[src/rtl/imem_prefetch_buf_if.sv]
// Bundle of the instruction-memory port, the IF/ID issue handshake and the EX redirect.
// master: the prefetch buffer. slave: the memory/core environment around it.
interface imem_prefetch_buf_if;
  logic        redirect;
  logic [31:0] redirect_pc;
  logic [31:0] mem_addr;
  logic        mem_req;
  logic        mem_ack_n;
  logic [31:0] mem_rdata;
  logic        ir_valid;
  logic        ir_ready;
  logic [31:0] ir;
  logic [31:0] ir_pc;
  logic [31:0] ir_pc4;
  logic        misalign;

  modport master (
    input  redirect, redirect_pc, mem_ack_n, mem_rdata, ir_ready,
    output mem_addr, mem_req, ir_valid, ir, ir_pc, ir_pc4, misalign
  );

  modport slave (
    output redirect, redirect_pc, mem_ack_n, mem_rdata, ir_ready,
    input  mem_addr, mem_req, ir_valid, ir, ir_pc, ir_pc4, misalign
  );
endinterface

[src/rtl/imem_prefetch_buf.sv]
// Sequential instruction prefetch FIFO that hides memory wait states from IF/ID.
// A redirect flushes every buffered word and restarts fetch at the new aligned PC.
module imem_prefetch_buf #(
  parameter int unsigned DEPTH    = 4,
  parameter logic [31:0] RESET_PC = 32'h0000_0000
) (
  input logic                 clk,
  input logic                 rst_n,
  imem_prefetch_buf_if.master bus
);
  localparam int unsigned PTR_W = (DEPTH > 1) ? $clog2(DEPTH) : 1;
  localparam int unsigned CNT_W = $clog2(DEPTH + 1);

  typedef struct packed {
    logic [31:0] pc;
    logic [31:0] word;
  } entry_t;

  entry_t             store [DEPTH];
  logic [31:0]        fetch_pc;
  logic [PTR_W-1:0]   rd_ptr;
  logic [PTR_W-1:0]   wr_ptr;
  logic [CNT_W-1:0]   count;
  logic               misalign_q;

  logic   has_room;
  logic   push;
  logic   pop;
  entry_t head;

  // Request and issue decode; request never looks at ack or ready.
  always_comb begin
    has_room     = (count < CNT_W'(DEPTH));
    head         = store[rd_ptr];
    bus.mem_addr = fetch_pc;
    bus.mem_req  = rst_n && !bus.redirect && has_room;
    bus.ir_valid = (count != '0);
    bus.misalign = misalign_q;
    bus.ir       = '0;
    bus.ir_pc    = '0;
    bus.ir_pc4   = '0;
    if (bus.ir_valid) begin
      bus.ir     = head.word;
      bus.ir_pc  = head.pc;
      bus.ir_pc4 = head.pc + 32'd4;
    end
    push = bus.mem_req && !bus.mem_ack_n;
    pop  = bus.ir_valid && bus.ir_ready;
  end

  // Redirect outranks both push and pop.
  always_ff @(posedge clk) begin
    if (!rst_n) begin
      fetch_pc   <= RESET_PC;
      rd_ptr     <= '0;
      wr_ptr     <= '0;
      count      <= '0;
      misalign_q <= 1'b0;
      for (int unsigned i = 0; i < DEPTH; i++) begin
        store[i] <= '0;
      end
    end else if (bus.redirect) begin
      fetch_pc   <= {bus.redirect_pc[31:2], 2'b00};
      rd_ptr     <= '0;
      wr_ptr     <= '0;
      count      <= '0;
      misalign_q <= misalign_q | (bus.redirect_pc[1:0] != 2'b00);
    end else begin
      if (push) begin
        store[wr_ptr] <= '{pc: fetch_pc, word: bus.mem_rdata};
        wr_ptr        <= wr_ptr + PTR_W'(1);
        fetch_pc      <= fetch_pc + 32'd4;
      end
      if (pop) begin
        rd_ptr <= rd_ptr + PTR_W'(1);
      end
      unique case ({push, pop})
        2'b10:   count <= count + CNT_W'(1);
        2'b01:   count <= count - CNT_W'(1);
        default: count <= count;
      endcase
    end
  end
endmodule

[src/flat_wrapper.sv]
// flat-port wrapper written by rule: the top's interface ports become plain ports
module imem_prefetch_buf_flat 
#(
  parameter int unsigned DEPTH    = 4,
  parameter logic [31:0] RESET_PC = 32'h0000_0000
)
  (clk, rst_n, bus_redirect, bus_redirect_pc, bus_mem_ack_n, bus_mem_rdata, bus_ir_ready, bus_mem_addr, bus_mem_req, bus_ir_valid, bus_ir, bus_ir_pc, bus_ir_pc4, bus_misalign);
  imem_prefetch_buf_if bus_i ();
  input logic clk;
  input logic rst_n;
  input wire logic [$bits(bus_i.redirect)-1:0] bus_redirect;
  input wire logic [$bits(bus_i.redirect_pc)-1:0] bus_redirect_pc;
  input wire logic [$bits(bus_i.mem_ack_n)-1:0] bus_mem_ack_n;
  input wire logic [$bits(bus_i.mem_rdata)-1:0] bus_mem_rdata;
  input wire logic [$bits(bus_i.ir_ready)-1:0] bus_ir_ready;
  output wire logic [$bits(bus_i.mem_addr)-1:0] bus_mem_addr;
  output wire logic [$bits(bus_i.mem_req)-1:0] bus_mem_req;
  output wire logic [$bits(bus_i.ir_valid)-1:0] bus_ir_valid;
  output wire logic [$bits(bus_i.ir)-1:0] bus_ir;
  output wire logic [$bits(bus_i.ir_pc)-1:0] bus_ir_pc;
  output wire logic [$bits(bus_i.ir_pc4)-1:0] bus_ir_pc4;
  output wire logic [$bits(bus_i.misalign)-1:0] bus_misalign;
  assign bus_i.redirect = bus_redirect;
  assign bus_i.redirect_pc = bus_redirect_pc;
  assign bus_i.mem_ack_n = bus_mem_ack_n;
  assign bus_i.mem_rdata = bus_mem_rdata;
  assign bus_i.ir_ready = bus_ir_ready;
  assign bus_mem_addr = bus_i.mem_addr;
  assign bus_mem_req = bus_i.mem_req;
  assign bus_ir_valid = bus_i.ir_valid;
  assign bus_ir = bus_i.ir;
  assign bus_ir_pc = bus_i.ir_pc;
  assign bus_ir_pc4 = bus_i.ir_pc4;
  assign bus_misalign = bus_i.misalign;
  imem_prefetch_buf #(.DEPTH(DEPTH), .RESET_PC(RESET_PC)) u_core (.clk(clk), .rst_n(rst_n), .bus(bus_i));
endmodule
[config.mk]
export PLATFORM = sky130hd
export DESIGN_NAME = imem_prefetch_buf_flat
export DESIGN_NICKNAME = d
export VERILOG_FILES = /design/src/rtl/imem_prefetch_buf_if.sv /design/src/rtl/imem_prefetch_buf.sv /design/src/flat_wrapper.sv
export SDC_FILE = /design/constraint.sdc
export NUM_CORES = 1
export LEC_CHECK = 0
export ABC_AREA = 1
export CAP_MARGIN = 20
export CORE_MARGIN = 1.5
export CORE_UTILIZATION = 52
export CTS_BUF_LIST = sky130_fd_sc_hd__clkbuf_4
export DETAILED_ROUTE_END_ITERATION = 7
export PLACE_DENSITY = 0.8
export SLEW_MARGIN = 20
export SYNTH_ARGS = -nofsm -noshare
export SYNTH_HDL_FRONTEND = slang
export SYNTH_SLANG_ARGS = --single-unit
[constraint.sdc]
create_clock -name clk -period 7.1 [get_ports clk]
set_clock_uncertainty 0.15 [all_clocks]
set_input_delay 1.42 -clock clk [delete_from_list [all_inputs] [get_ports clk]]
set_output_delay 1.42 -clock clk [all_outputs]
set_load 0.02 [all_outputs]
After elaboration in Yosys (flattened, before gate mapping)
Memories as Yosys holds them, arrays and structs flattened. A register that Yosys moved wholly into a read port is not among the register bits.
Cells that the tools add are included.
Widths: inputs -> output; s select.

word-level totals
  memories kept = 1
  word-level logic and storage cells = 46
  bits of input ports = 69
  RAM bits = 256
  output and inout bits = 131
  bits in registers = 40

cells by class
  reduce and logical (&&, ||, !) cells = 12
  eq/ne operators = 2
  add/sub/neg operators = 6
  bitwise operators = 2
  order comparisons = 1
  multiplexer cells = 16

memory list
  memory        depth  width  rd ports  clocked after Yosys merged registers in  write ports  line                     source
  u_core.store  4      64     1         1                                        4            imem_prefetch_buf.sv:19  entry_t store [DEPTH];

operator list
  cell                   number
  $mux 32                5
  $add 32x3->32 const B  2
  $mux 64                1
  $reduce_or 64->1       1
  $mux 1                 6
  $mux 2                 3
  $pmux 3 s2             1
  $reduce_bool 2->1      3
  $add 2x1->2 const B    2
  $logic_and 1x1->1      4
  $add 3x1->3 const B    1
  $lt 3x3->1 const B     1
  $reduce_bool 3->1      1
  $sub 3x1->3 const B    1
  $eq 2x1->1 const B     1
  $eq 2x2->1 const B     1
  $logic_not 1->1        2
  $reduce_or 2->1        1
  $not 1->1              1
  $or 1x1->1             1

Logic depth before layout (Yosys ltp)
  word-level depth = 10
  depth in mapped cells = 16
  depth with buffers taken out = 14

Least setup slack after synthesis
Ideal clock, no wire load.

  kind = in2reg
  start point = input port rst_n
  end point = memory u_core.store[3][0] (netlist bit), enable pin
  setup time = 0.568 ns
  buffers on the path = 2
  data arrival time = 6.834 ns
  stages = 8
  required time = 6.382 ns
  slack = -0.452 ns
  cells stage by stage = buf_4 > nand2_2 > nor2_2 > nand2_1 > inv_1 > clkbuf_1 > nand2_1 > o21ai_0

RTL lines
  item             line                     source
  start, declared  flat_wrapper.sv:10       input logic rst_n;
  end, declared    imem_prefetch_buf.sv:19

==> metrics <==
largest net degree at the start of global routing 133; clock power share 37.8%; max-cap violations 0; Worst-path clk slew 70 ps; Clock Sink Count 288; Sw Share 26.3%; vias in the first global route 12.9k; vias after detailed routing 13.6k; fin crit share 84.1%; initial antenna violation count 1; Setup TNS Final 0 ps; post-cts repair resize count 0; share of cells above drive strength 1 8.35%; 1st-iter DRT viols 1651; fmax 167 MHz; Least-Margin Pin Slew 976 ps; synth cell count leaders 511 x nor2_1, 462 x nand2_1, 248 x edfxtp_1; CP Data Required Time 5530 ps; first-pass GRT wire length 66700 um; post-synthesis instance area 15000 um^2; switching power 0.000989 W; synthesis-to-layout area growth 20.3%; outcome complete, but fails checks; Pint 0.00278 W; Die Ht 173 um; Crit Path Category flop to output pin; drt pass-1 iters 8; min-delay worst type flop to flop; routability cong. 0.946; Ys Warns 0; die width 173 um; min Tclk post-route 5970 ps; die area 29900 um^2; CTS buffer count 72; final core occ 64.2%; nets@finish 2128; CTS tree yes; Root Driver clkbuf_4; clk buf depth 3; WP data arrival 4400 ps; wire length per cell 17.1 um; Slew HR 34.7%; Tot GR Track Use 28.1%; RSZ-0062 raised after global routing no; Peak VDD IR 0.122 mV; drt drc 1; Yosys top cell area share 49.7%; cell with the most instances after synthesis nor2_1; post-synthesis sequential area ratio 55.0%; Max Fanout on Critical Path 132; IO Pins 200; Synth async-reset ratio 0%; PwrDens 209 nW/um^2; GR Overflow Total 0; hold_buf cts 0; Worst Setup End Kind output pin; Reg power frac 51.5%; Mean Syn Cell Area 8.04 um^2; Setup Fix Bufs, Post-CTS 0; Post-synth top flop edfxtp_1; FF+latch count, synth 288; cell count after synthesis 1865; H-tree levels 3; DR vias/cell 5.46; final slew viol count 0; # port buffers 193; violated checks DRC; Clock Latency Late Sink 700 ps; Final setup violation count 0; hpwl dp 27800 um; Row Count 61; Detail Route Antenna Nets 0; Unique masters post-synth 38; number of synthesized flops with an enable pin 248; WHS 305 ps; Final Hold Vio Count 0; core box area 28100 um^2; final wirelength 42600 um; LEAKAGE 7.25 nW; area leader, netlist edfxtp_1; Area contributors post-synth edfxtp_1 50%, nor2_1 13%, nand2_1 12%, dfxtp_1 5.3%, nand3_1 3.4%; CP Launch Type flop; part of the power in combinational logic 10.7%; initial cell density of the core 53.4%
[through the flow]
stage | std cells | setup WS [ps] | area (um^2) | total power [W]
finish | 2488 | 1130 | 18000 | 0.00376
global route | 2488 | 819 | 18000 | 0.00390
CTS | 2487 | 1130 | 18000 | 0.00378
detailed placement | 2359 | 1900 | 17100 | 0.00237
global placement | 2359 | 2010 | 17100 | 0.00236
floorplan | 1870 | 1220 | 15000 | 0.00220
[cells in the final DEF (no fill, tap or decap), types with 7 or more instances in the layout]
cell type        synthesis  final
nor2_1                 511    511
nand2_1                462    456
edfxtp_1               248    248
clkdlybuf4s50_1          0    193
inv_1                  129    129
clkbuf_4                 0    106
nand3_1                102    101
o21ai_0                100     99
a21oi_1                 72     72
dfxtp_1                 40     38
nor3_1                  17     16
buf_4                   14     14
clkinv_1                 2     13
nor2_2                  12     12
nand2_2                  5     11
xor2_1                  10     10
nand4_1                  8      8
o211ai_1                 7      7
a31oi_1                  7      7
[per-layer routing]
metal  track usage (%)  up-vias  wire length, um
li1                  -     6449                -
met1              39.1     6248            17400
met2              44.6      826            19500
met3              4.90       63             4880
met4              9.71        0              792
met5                 0        -                0
[critical path, cell delays in order, from the launching register on]
cell,delay (ps)
dfxtp_4,930
inv_6,520
nand2_1,190
o211ai_1,100
nand2_1,180
ha_1,230
nand3_2,130
nor2_4,130
nand3_2,170
nor2_4,200
nand2_1,70
nand2_1,70
inv_1,40
nor2_1,90
clkdlybuf4s50_1,600
[sequential cells by signal, summed over array words and instances (netlist names), named ones only]
register and count:
u_core.bus.mem_addr 30, u_core.count 3, u_core.wr_ptr 2, u_core.rd_ptr 2, u_core.store 248, u_core.bus.misalign 1
[power groups by stage]
| stage | Clock, W | Combinational [W] | Sequential, W |
|---|---|---|---|
| global route | 0.00152 | 0.000436 | 0.00195 |
| floorplan | 0 | 0.000215 | 0.00198 |
| CTS | 0.00144 | 0.000398 | 0.00194 |
| detailed placement | 0 | 0.000396 | 0.00197 |
| global placement | 0 | 0.000389 | 0.00197 |
| finish | 0.00142 | 0.000402 | 0.00194 |
[path summary, 6_finish.rpt]
kind | cells after the start | start | slack [ps] | to
max | 14 | flop | 1130 | bus_ir_pc4[22]
min | 2 | u_core.bus.misalign$_SDFFE_PN0P_ | 310 | u_core.bus.misalign$_SDFFE_PN0P_
max reg2reg | 6 | u_core.count[2]$_SDFFE_PP0P_ | 4100 | u_core.store[0][17]$_SDFFCE_PN0P_
min reg2reg | 2 | u_core.bus.misalign$_SDFFE_PN0P_ | 310 | u_core.bus.misalign$_SDFFE_PN0P_
[cell type report]
| cell class | instances | area (um^2) |
|---|---|---|
| fillers | 2353 | 10100 |
| clock buffers | 106 | 796 |
| repair buffers | 210 | 2100 |
| multi-input cells | 1345 | 5750 |
| diodes | 1 | 2.50 |
| well taps | 378 | 473 |
| clock inverters | 22 | 146 |
| inverters | 138 | 523 |
| flip-flops and latches | 288 | 8250 |
[cells by family (layout without fill, tap and decap cells)]
group | after synthesis | after routing | synth area share [%]
adders and majority gates | 4 | 4 | 0.384
buffers and inverters | 237 | 476 | 7.03
DFF | 288 | 288 | 55.0
and+or+nand+nor | 1127 | 1127 | 30.0
xor gates and xnor gates | 10 | 10 | 0.584
AOI/OAI and AO/OA | 198 | 198 | 6.98
other | 1 | 7 | 0.0250
Power figures use the tool's default switching activity.
